**config.mk**
```make
export PLATFORM = sky130hd
export DESIGN_NAME = bit_serial_adder
export DESIGN_NICKNAME = d
export VERILOG_FILES = /design/src/rtl/bit_serial_adder.sv
export SDC_FILE = /design/constraint.sdc
export NUM_CORES = 1
export LEC_CHECK = 0
export BUFFER_PORTS_ARGS = -buffer_cell sky130_fd_sc_hd__buf_2
export CORE_AREA = 2 2 81 83
export DETAILED_ROUTE_END_ITERATION = 10
export DIE_AREA = 0 0 83 85
export GPL_TIMING_DRIVEN = 0
export PLACE_DENSITY = 0.54
export SYNTH_ARGS = -nofsm -noshare
export SYNTH_HDL_FRONTEND = slang
export SYNTH_SLANG_ARGS = --single-unit
```
**constraint.sdc**
```tcl
create_clock -name clk -period 1.5 [get_ports clk]
set_input_delay 0.3 -clock clk [delete_from_list [all_inputs] [get_ports clk]]
set_output_delay 0.3 -clock clk [all_outputs]
set_load 0.005 [all_outputs]
```
**src/rtl/bit_serial_adder.sv**
```systemverilog
// Bit-serial adder: one full-adder slice processes operands LSB-first, one
// bit per clock, with the slice carry registered and fed back. A start/busy/
// done handshake frames each operation; sum, carryout and overflow hold the
// last completed result until the next operation completes.
module bit_serial_adder #(
  parameter int WIDTH = 8
) (
  input  logic             clk,
  input  logic             reset,
  input  logic             start,
  input  logic [WIDTH-1:0] a,
  input  logic [WIDTH-1:0] b,
  input  logic             carryin,
  output logic             busy,
  output logic             done,
  output logic [WIDTH-1:0] sum,
  output logic             carryout,
  output logic             overflow
);

  localparam int CNT_W = (WIDTH > 2) ? $clog2(WIDTH) : 1;
  localparam logic [CNT_W-1:0] LAST_BIT = CNT_W'(WIDTH - 1);

  typedef enum logic [1:0] {
    IDLE = 2'd0,
    RUN  = 2'd1,
    DONE = 2'd2
  } state_t;

  state_t           state_q, state_d;
  logic [WIDTH-1:0] a_sr_q, a_sr_d;
  logic [WIDTH-1:0] b_sr_q, b_sr_d;
  logic [WIDTH-1:0] s_sr_q, s_sr_d;
  logic [WIDTH-1:0] sum_q, sum_d;
  logic [CNT_W-1:0] cnt_q, cnt_d;
  logic             c_q, c_d;
  logic             carryout_q, carryout_d;
  logic             overflow_q, overflow_d;

  // The single full-adder slice working on the current LSBs and stored carry.
  logic bit_s;
  logic bit_c;
  assign bit_s = a_sr_q[0] ^ b_sr_q[0] ^ c_q;
  assign bit_c = (a_sr_q[0] & b_sr_q[0]) | (a_sr_q[0] & c_q) | (b_sr_q[0] & c_q);

  // Next-state logic: operand capture, per-bit shifting and result publication.
  always_comb begin
    state_d    = state_q;
    a_sr_d     = a_sr_q;
    b_sr_d     = b_sr_q;
    s_sr_d     = s_sr_q;
    sum_d      = sum_q;
    cnt_d      = cnt_q;
    c_d        = c_q;
    carryout_d = carryout_q;
    overflow_d = overflow_q;
    case (state_q)
      IDLE, DONE: begin
        // DONE accepts a new start exactly like IDLE so operations can run back-to-back.
        if (start) begin
          a_sr_d  = a;
          b_sr_d  = b;
          c_d     = carryin;
          cnt_d   = '0;
          state_d = RUN;
        end else begin
          state_d = IDLE;
        end
      end
      RUN: begin
        s_sr_d = {bit_s, s_sr_q[WIDTH-1:1]};
        a_sr_d = a_sr_q >> 1;
        b_sr_d = b_sr_q >> 1;
        c_d    = bit_c;
        cnt_d  = cnt_q + CNT_W'(1);
        if (cnt_q == LAST_BIT) begin
          // On the MSB, c_q is the carry into the MSB, so its XOR with the
          // carry out gives two's-complement overflow.
          sum_d      = {bit_s, s_sr_q[WIDTH-1:1]};
          carryout_d = bit_c;
          overflow_d = c_q ^ bit_c;
          state_d    = DONE;
        end
      end
      default: state_d = IDLE;
    endcase
  end

  // State and datapath registers with asynchronous clear.
  always_ff @(posedge clk or posedge reset) begin
    if (reset) begin
      state_q    <= IDLE;
      a_sr_q     <= '0;
      b_sr_q     <= '0;
      s_sr_q     <= '0;
      sum_q      <= '0;
      cnt_q      <= '0;
      c_q        <= 1'b0;
      carryout_q <= 1'b0;
      overflow_q <= 1'b0;
    end else begin
      state_q    <= state_d;
      a_sr_q     <= a_sr_d;
      b_sr_q     <= b_sr_d;
      s_sr_q     <= s_sr_d;
      sum_q      <= sum_d;
      cnt_q      <= cnt_d;
      c_q        <= c_d;
      carryout_q <= carryout_d;
      overflow_q <= overflow_d;
    end
  end

  assign busy     = (state_q == RUN);
  assign done     = (state_q == DONE);
  assign sum      = sum_q;
  assign carryout = carryout_q;
  assign overflow = overflow_q;

endmodule
```
==> results of run 1 <==
-- cell families after synthesis --
group	Yosys count
AND/OR/NAND/NOR	57
adder cells (fa/ha/maj)	3
multiplexers	13
flip-flops	39
AO/OA/AOI/OAI	25
buffers and inverters	13
XOR/XNOR	1
-- synth_stat cells (all sizes together) --
cell | number | area share, %
nor3 | 12 | 6.2
nand2 | 22 | 4.6
a211oi | 3 | 1.3
nor2b | 5 | 2.2
nand2b | 2 | 1.3
xnor2 | 1 | 0.49
buf | 10 | 4.4
inv | 3 | 0.63
nor2 | 14 | 2.9
dfrtp | 39 | 55
a21oi | 3 | 0.84
o21ai | 3 | 0.84
mux2 | 10 | 7.8
o22ai | 12 | 4.2
mux2i | 3 | 1.7
fa | 1 | 1.1
nand3b | 1 | 1.1
ha | 2 | 1.4
a22o | 4 | 2.0
nand3 | 1 | 0.28
-- registers in the layout, indices dropped and copies added (netlist names) --
register	flops
a_sr_q	8
b_sr_q	8
c_q	1
carryout	1
cnt_q	3
overflow	1
s_sr_q	7
state_q	2
sum	8
-- stage by stage --
stage	util, %	instances
after floorplan	-	151
after global placement	32.7	258
after detailed placement	32.7	258
after CTS	35.9	274
after global routing	35.6	272
final	35.6	272
-- final cells by class --
class,instances,share of cell area (%)
clock buffer,7,3.46
multi-input combinational,99,33.1
sequential,39,44.2
buffer,8,3.06
inverter,3,0.623
clock inverter,1,0.227
timing repair buffer,38,10.9
tap,77,4.36
-- final timing paths --
check                           from         end  slack, ns  depth (start not counted)
hold reg to reg            s_sr_q[1]   s_sr_q[1]       0.49                          2
setup / recovery            cnt_q[0]      sum[6]       0.05                          5
hold / removal                 reset      sum[0]       0.17                          2
min in group clk                a[7]   a_sr_q[7]       0.25                          2
setup reg to reg            cnt_q[0]      sum[6]       0.05                          5
max in group asynchronous      reset  state_q[0]       0.76                          2
-- critical path: stages (launching register included) --
cell      delay [ns]
dfrtp_1         0.40
ha_2            0.19
ha_4            0.17
nand3b_4        0.11
buf_4           0.13
mux2_2          0.32
-- where the power goes --
group	switching (uW)	total (uW)	internal, uW
clock network	345	671	326
registers	355	1910	1560
logic	929	1980	1050
total	1630	4560	2930
-- per-layer routing --
metal | wire length, um | share of wire, % | global-route usage [%]
met1 | 1830 | 50 | 15.3
met2 | 1640 | 45 | 17.6
met3 | 171 | 4.7 | 3.89
met4 | 34 | 0.93 | 3.13
met5 | 0 | 0 | 0
-- repair_timing --
item	in CTS	in global routing
gates cloned	1	0
pin swaps	1	0
gates resized for setup	11	1
setup endpoints to repair	8	2
hold buffers	0	0
buffers inserted	7	0
==> flow_metrics.py, run 1 <==
metrics = {
    "status": {
        "outcome": "finished, final reports clean",
    },
    "synthesis": {
        "syn_area_um2": 1780,
        "synthCells": 151,
        "yosys.area_share.simple_pct": 18.6,
        "synth_warnings": 0,
        "synth_top_family_by_area": "simple AND/OR/NAND/NOR gates",
        "syn_avg_cell_area_um2": 11.8,
        "ys_ff_latch": 39,
        "synth_compound_area_share_pct": 9.12,
        "synth_xor_area_share_pct": 0.491,
        "syn_nets": 174,
        "synth_mux_area_share_pct": 9.47,
        "ys_types": 26,
        "yosysSeqAreaShare_pct": 54.7,
        "synthAdderAreaFrac_pct": 2.53,
    },
    "floorplanning": {
        "start_util_pct": 28.7,
        "die_w_um": 83,
        "die_area_um2": 7060,
        "num_rows": 29,
        "ios": 32,
        "core-area_um2": 6200,
        "die_h_um": 85,
    },
    "route": {
        "ant_nets": 0,
        "wl_um": 3670,
        "drc": 0,
        "dr.pass1.iters": 4,
        "via_count": 1215,
        "wl_per_cell_um": 13.5,
        "vias_per_cell": 4.47,
        "drtIter0Drc": 38,
    },
    "grt": {
        "grt_pass1_vias": 1308,
        "antenna_found_initial": 0,
        "grt_usage_pct": 11.4,
        "grt_remaining_overflow": 0,
        "grt_pass1_wl_um": 6400,
        "grt_max_degree": 40,
    },
    "sta": {
        "whs_ns": 0.172,
        "min_period_ns": 1.45,
        "clock_skew_ns": 0.00496,
        "slew_violations": 0,
        "tightest_slew_ns": 0.817,
        "tns_ns": 0,
        "relSlewSlack_pct": 45.5,
        "setup_violations": 0,
        "fmax_mhz": 692,
        "final_hold_viol_count": 0,
        "post-route-period-util_pct": 96.4,
        "setup_ws_ns": 0.0546,
        "rsz0062_at_grt": "no",
    },
    "layout": {
        "multi_input_area_um2": 732,
        "final_area_um2": 2210,
        "diodes": 0,
        "drive_above_1_share_pct": 41.5,
        "final_common_cell": "dfrtp_1",
        "area_growth_pct": 23.9,
        "finalNetCount": 217,
        "nFillCells": 614,
        "layout_common_cells": "dfrtp_1 (38), buf_2 (32), nand2_1 (22)",
        "seqCellArea_um2": 977,
    },
    "clock_tree": {
        "clk_path_buf_depth": 2,
        "cts.sinks": 39,
        "clk_pin_slew_ns": 0.07,
        "cts_tree": "built",
        "clk_latency_ns": 0.28,
        "cts_root_buf": "clkbuf_8",
        "cts_made_buffers": 5,
        "h-tree-depth": 2,
    },
    "pwr": {
        "totalPowerFinal_uw": 4560,
        "vdd_ir_drop_max_mv": 0.958,
        "powerDensity_nw_per_um2": 2070,
        "leakage_uw": 0.00106,
    },
    "worst_setup_path": {
        "worst_ep_required_time_ns": 1.67,
        "path_max_fanout": 3,
        "startpoint_type": "register",
        "arrival_ns": 1.62,
        "crit_type": "reg -> reg",
        "cp-end-kind": "register",
    },
    "placement": {
        "place_congestion": 0.691,
        "port_buffers": 30,
        "place_ws_ns": -0.0194,
        "dp_hpwl_um": 2400,
        "placed_cell_area_um2": 2030,
    },
    "flow_run": {
        "cap_violations": 0,
    },
    "min_path": {
        "hold_class": "in -> async",
    },
}
(Power assumes the default switching activity.)
==> inputs of run 2 (changes only) <==
--- a/config.mk
+++ b/config.mk
@@ -6,11 +6,11 @@
 export NUM_CORES = 1
 export LEC_CHECK = 0
 export BUFFER_PORTS_ARGS = -buffer_cell sky130_fd_sc_hd__buf_2
-export CORE_AREA = 2 2 81 83
+export CORE_AREA = 2 2 64 66
 export DETAILED_ROUTE_END_ITERATION = 10
-export DIE_AREA = 0 0 83 85
+export DIE_AREA = 0 0 66 68
 export GPL_TIMING_DRIVEN = 0
-export PLACE_DENSITY = 0.54
+export PLACE_DENSITY = 0.77
 export SYNTH_ARGS = -nofsm -noshare
 export SYNTH_HDL_FRONTEND = slang
 export SYNTH_SLANG_ARGS = --single-unit
==> run 2 against run 1 <==
Worst setup slack better by 0.0061 ns; power up 4.2%; cell count down 8.1%; utilization up 22 points; non-clock buffer count up 5; via count up 4.3%; combinational power up 4%; cell area up 1.2%; sequential share of layout area down 0.52 points; clock power up 17%; highest routed layer unchanged.
==> flow_metrics.py, run 2 (synthesized netlist as in run 1, its figures left out) <==
metrics = {
    "status": {
        "outcome": "finished, final reports clean",
    },
    "grt": {
        "antenna_found_initial": 0,
        "grt_usage_pct": 19.6,
        "grt_pass1_wl_um": 6380,
        "grt_max_degree": 40,
        "grt_remaining_overflow": 0,
        "grt_pass1_vias": 1392,
    },
    "sta": {
        "relSlewSlack_pct": 44.9,
        "final_hold_viol_count": 0,
        "min_period_ns": 1.44,
        "clock_skew_ns": 0.00472,
        "tns_ns": 0,
        "slew_violations": 0,
        "whs_ns": 0.168,
        "setup_violations": 0,
        "tightest_slew_ns": 0.825,
        "fmax_mhz": 695,
        "post-route-period-util_pct": 96.0,
        "rsz0062_at_grt": "yes",
    },
    "floorplanning": {
        "die_h_um": 68,
        "ios": 32,
        "num_rows": 23,
        "die_w_um": 66,
        "die_area_um2": 4490,
        "start_util_pct": 46.2,
        "core-area_um2": 3860,
    },
    "layout": {
        "finalNetCount": 222,
        "fin_util_pct": 57.9,
        "layout_common_cells": "dfrtp_1 (38), buf_2 (32), nand2_1 (22)",
        "diodes": 0,
        "area_growth_pct": 25.3,
        "drive_above_1_share_pct": 43.5,
        "final_common_cell": "dfrtp_1",
    },
    "route": {
        "drtIter0Drc": 115,
        "dr.pass1.iters": 4,
        "vias_per_cell": 5.07,
        "via_count": 1267,
        "wl_um": 3600,
        "ant_nets": 0,
        "wl_per_cell_um": 14.4,
        "drc": 0,
    },
    "worst_setup_path": {
        "cp-end-kind": "register",
        "crit_buf_inv": 1,
        "crit_path_max_incr_delay_ns": 0.40,
        "worst_ep_required_time_ns": 1.69,
        "cp_slowest_cell": "dfrtp_1",
        "arrival_ns": 1.63,
        "critPathTopFamily": "flip-flops",
        "crit_type": "reg -> reg",
        "path_max_fanout": 4,
        "crit_chain": "ha_2 > ha_4 > nand3b_4 > buf_4 > mux2_2",
        "startpoint_type": "register",
    },
    "clock_tree": {
        "clk_latency_ns": 0.30,
        "cts_root_buf": "clkbuf_8",
        "h-tree-depth": 2,
        "cts_tree": "built",
        "cts_made_buffers": 5,
        "cts.sinks": 39,
        "clk_path_buf_depth": 2,
        "clk_pin_slew_ns": 0.07,
    },
    "placement": {
        "port_buffers": 30,
        "dp_hpwl_um": 2300,
        "place_congestion": 0.723,
    },
    "pwr": {
        "powerDensity_nw_per_um2": 2130,
        "leakage_uw": 0.00109,
        "vdd_ir_drop_max_mv": 0.987,
        "totalPowerFinal_uw": 4750,
    },
    "min_path": {
        "hold_class": "in -> async",
    },
    "flow_run": {
        "cap_violations": 0,
    },
}
[run 2: what timing repair did]
item,in CTS,in global routing
setup endpoints to repair,8,2
setup buffers,10,1
gates resized for setup,9,3
hold buffers,0,0
pin swaps,1,0
cloned,1,0
[run 2: worst reg2reg max path, cell delays in order (launching register included)]
cell	delay [ns]
dfrtp_1	0.40
ha_2	0.20
ha_4	0.17
nand3b_4	0.12
buf_4	0.13
mux2_2	0.32
[run 2: final cells by class]
class / instances / area, um^2
plain buffers: 9 / 78.8
clock buffers: 8 / 100
fillers: 354 / 1620
inverters: 3 / 13.8
multi-input cells: 99 / 732
flip-flops and latches: 39 / 977
well taps: 50 / 62.6
repair buffers: 42 / 270
[run 2: final timing paths]
path                           start    endpoint  slack [ns]  cells after the start
max in group asynchronous      reset  state_q[0]        0.77                      2
min in group clk                a[7]   a_sr_q[7]        0.23                      2
max reg2reg                 cnt_q[0]      sum[5]        0.06                      5
max                         cnt_q[0]      sum[5]        0.06                      5
min reg2reg                s_sr_q[1]   s_sr_q[1]        0.49                      2
min                            reset      sum[6]        0.17                      2
[run 2: metrics by stage]
stage / cells / area (um^2) / worst slack [ns]
final: 250 / 2230 / 0.0606
after global routing: 250 / 2230 / -0.0162
after CTS: 250 / 2230 / 0.00445
after detailed placement: 231 / 2000 / -0.0234
after global placement: 231 / 2000 / -0.206
after floorplan: 151 / 1780 / 0.0680
[run 2: power breakdown]
part | internal [uW] | switching [uW] | leakage (uW)
Clock | 420 | 364 | 0.0000515
Sequential | 1560 | 353 | 0.000477
Combinational | 1100 | 955 | 0.000566
[run 2: layer usage]
metal | share of wire, % | vias up | GRT usage, %
met5 | 0 | - | 0
met4 | 2.1 | 0 | 9.18
met3 | 5.8 | 7 | 6.41
met2 | 46 | 42 | 32.1
met1 | 46 | 607 | 23.7
li1 | - | 611 | -
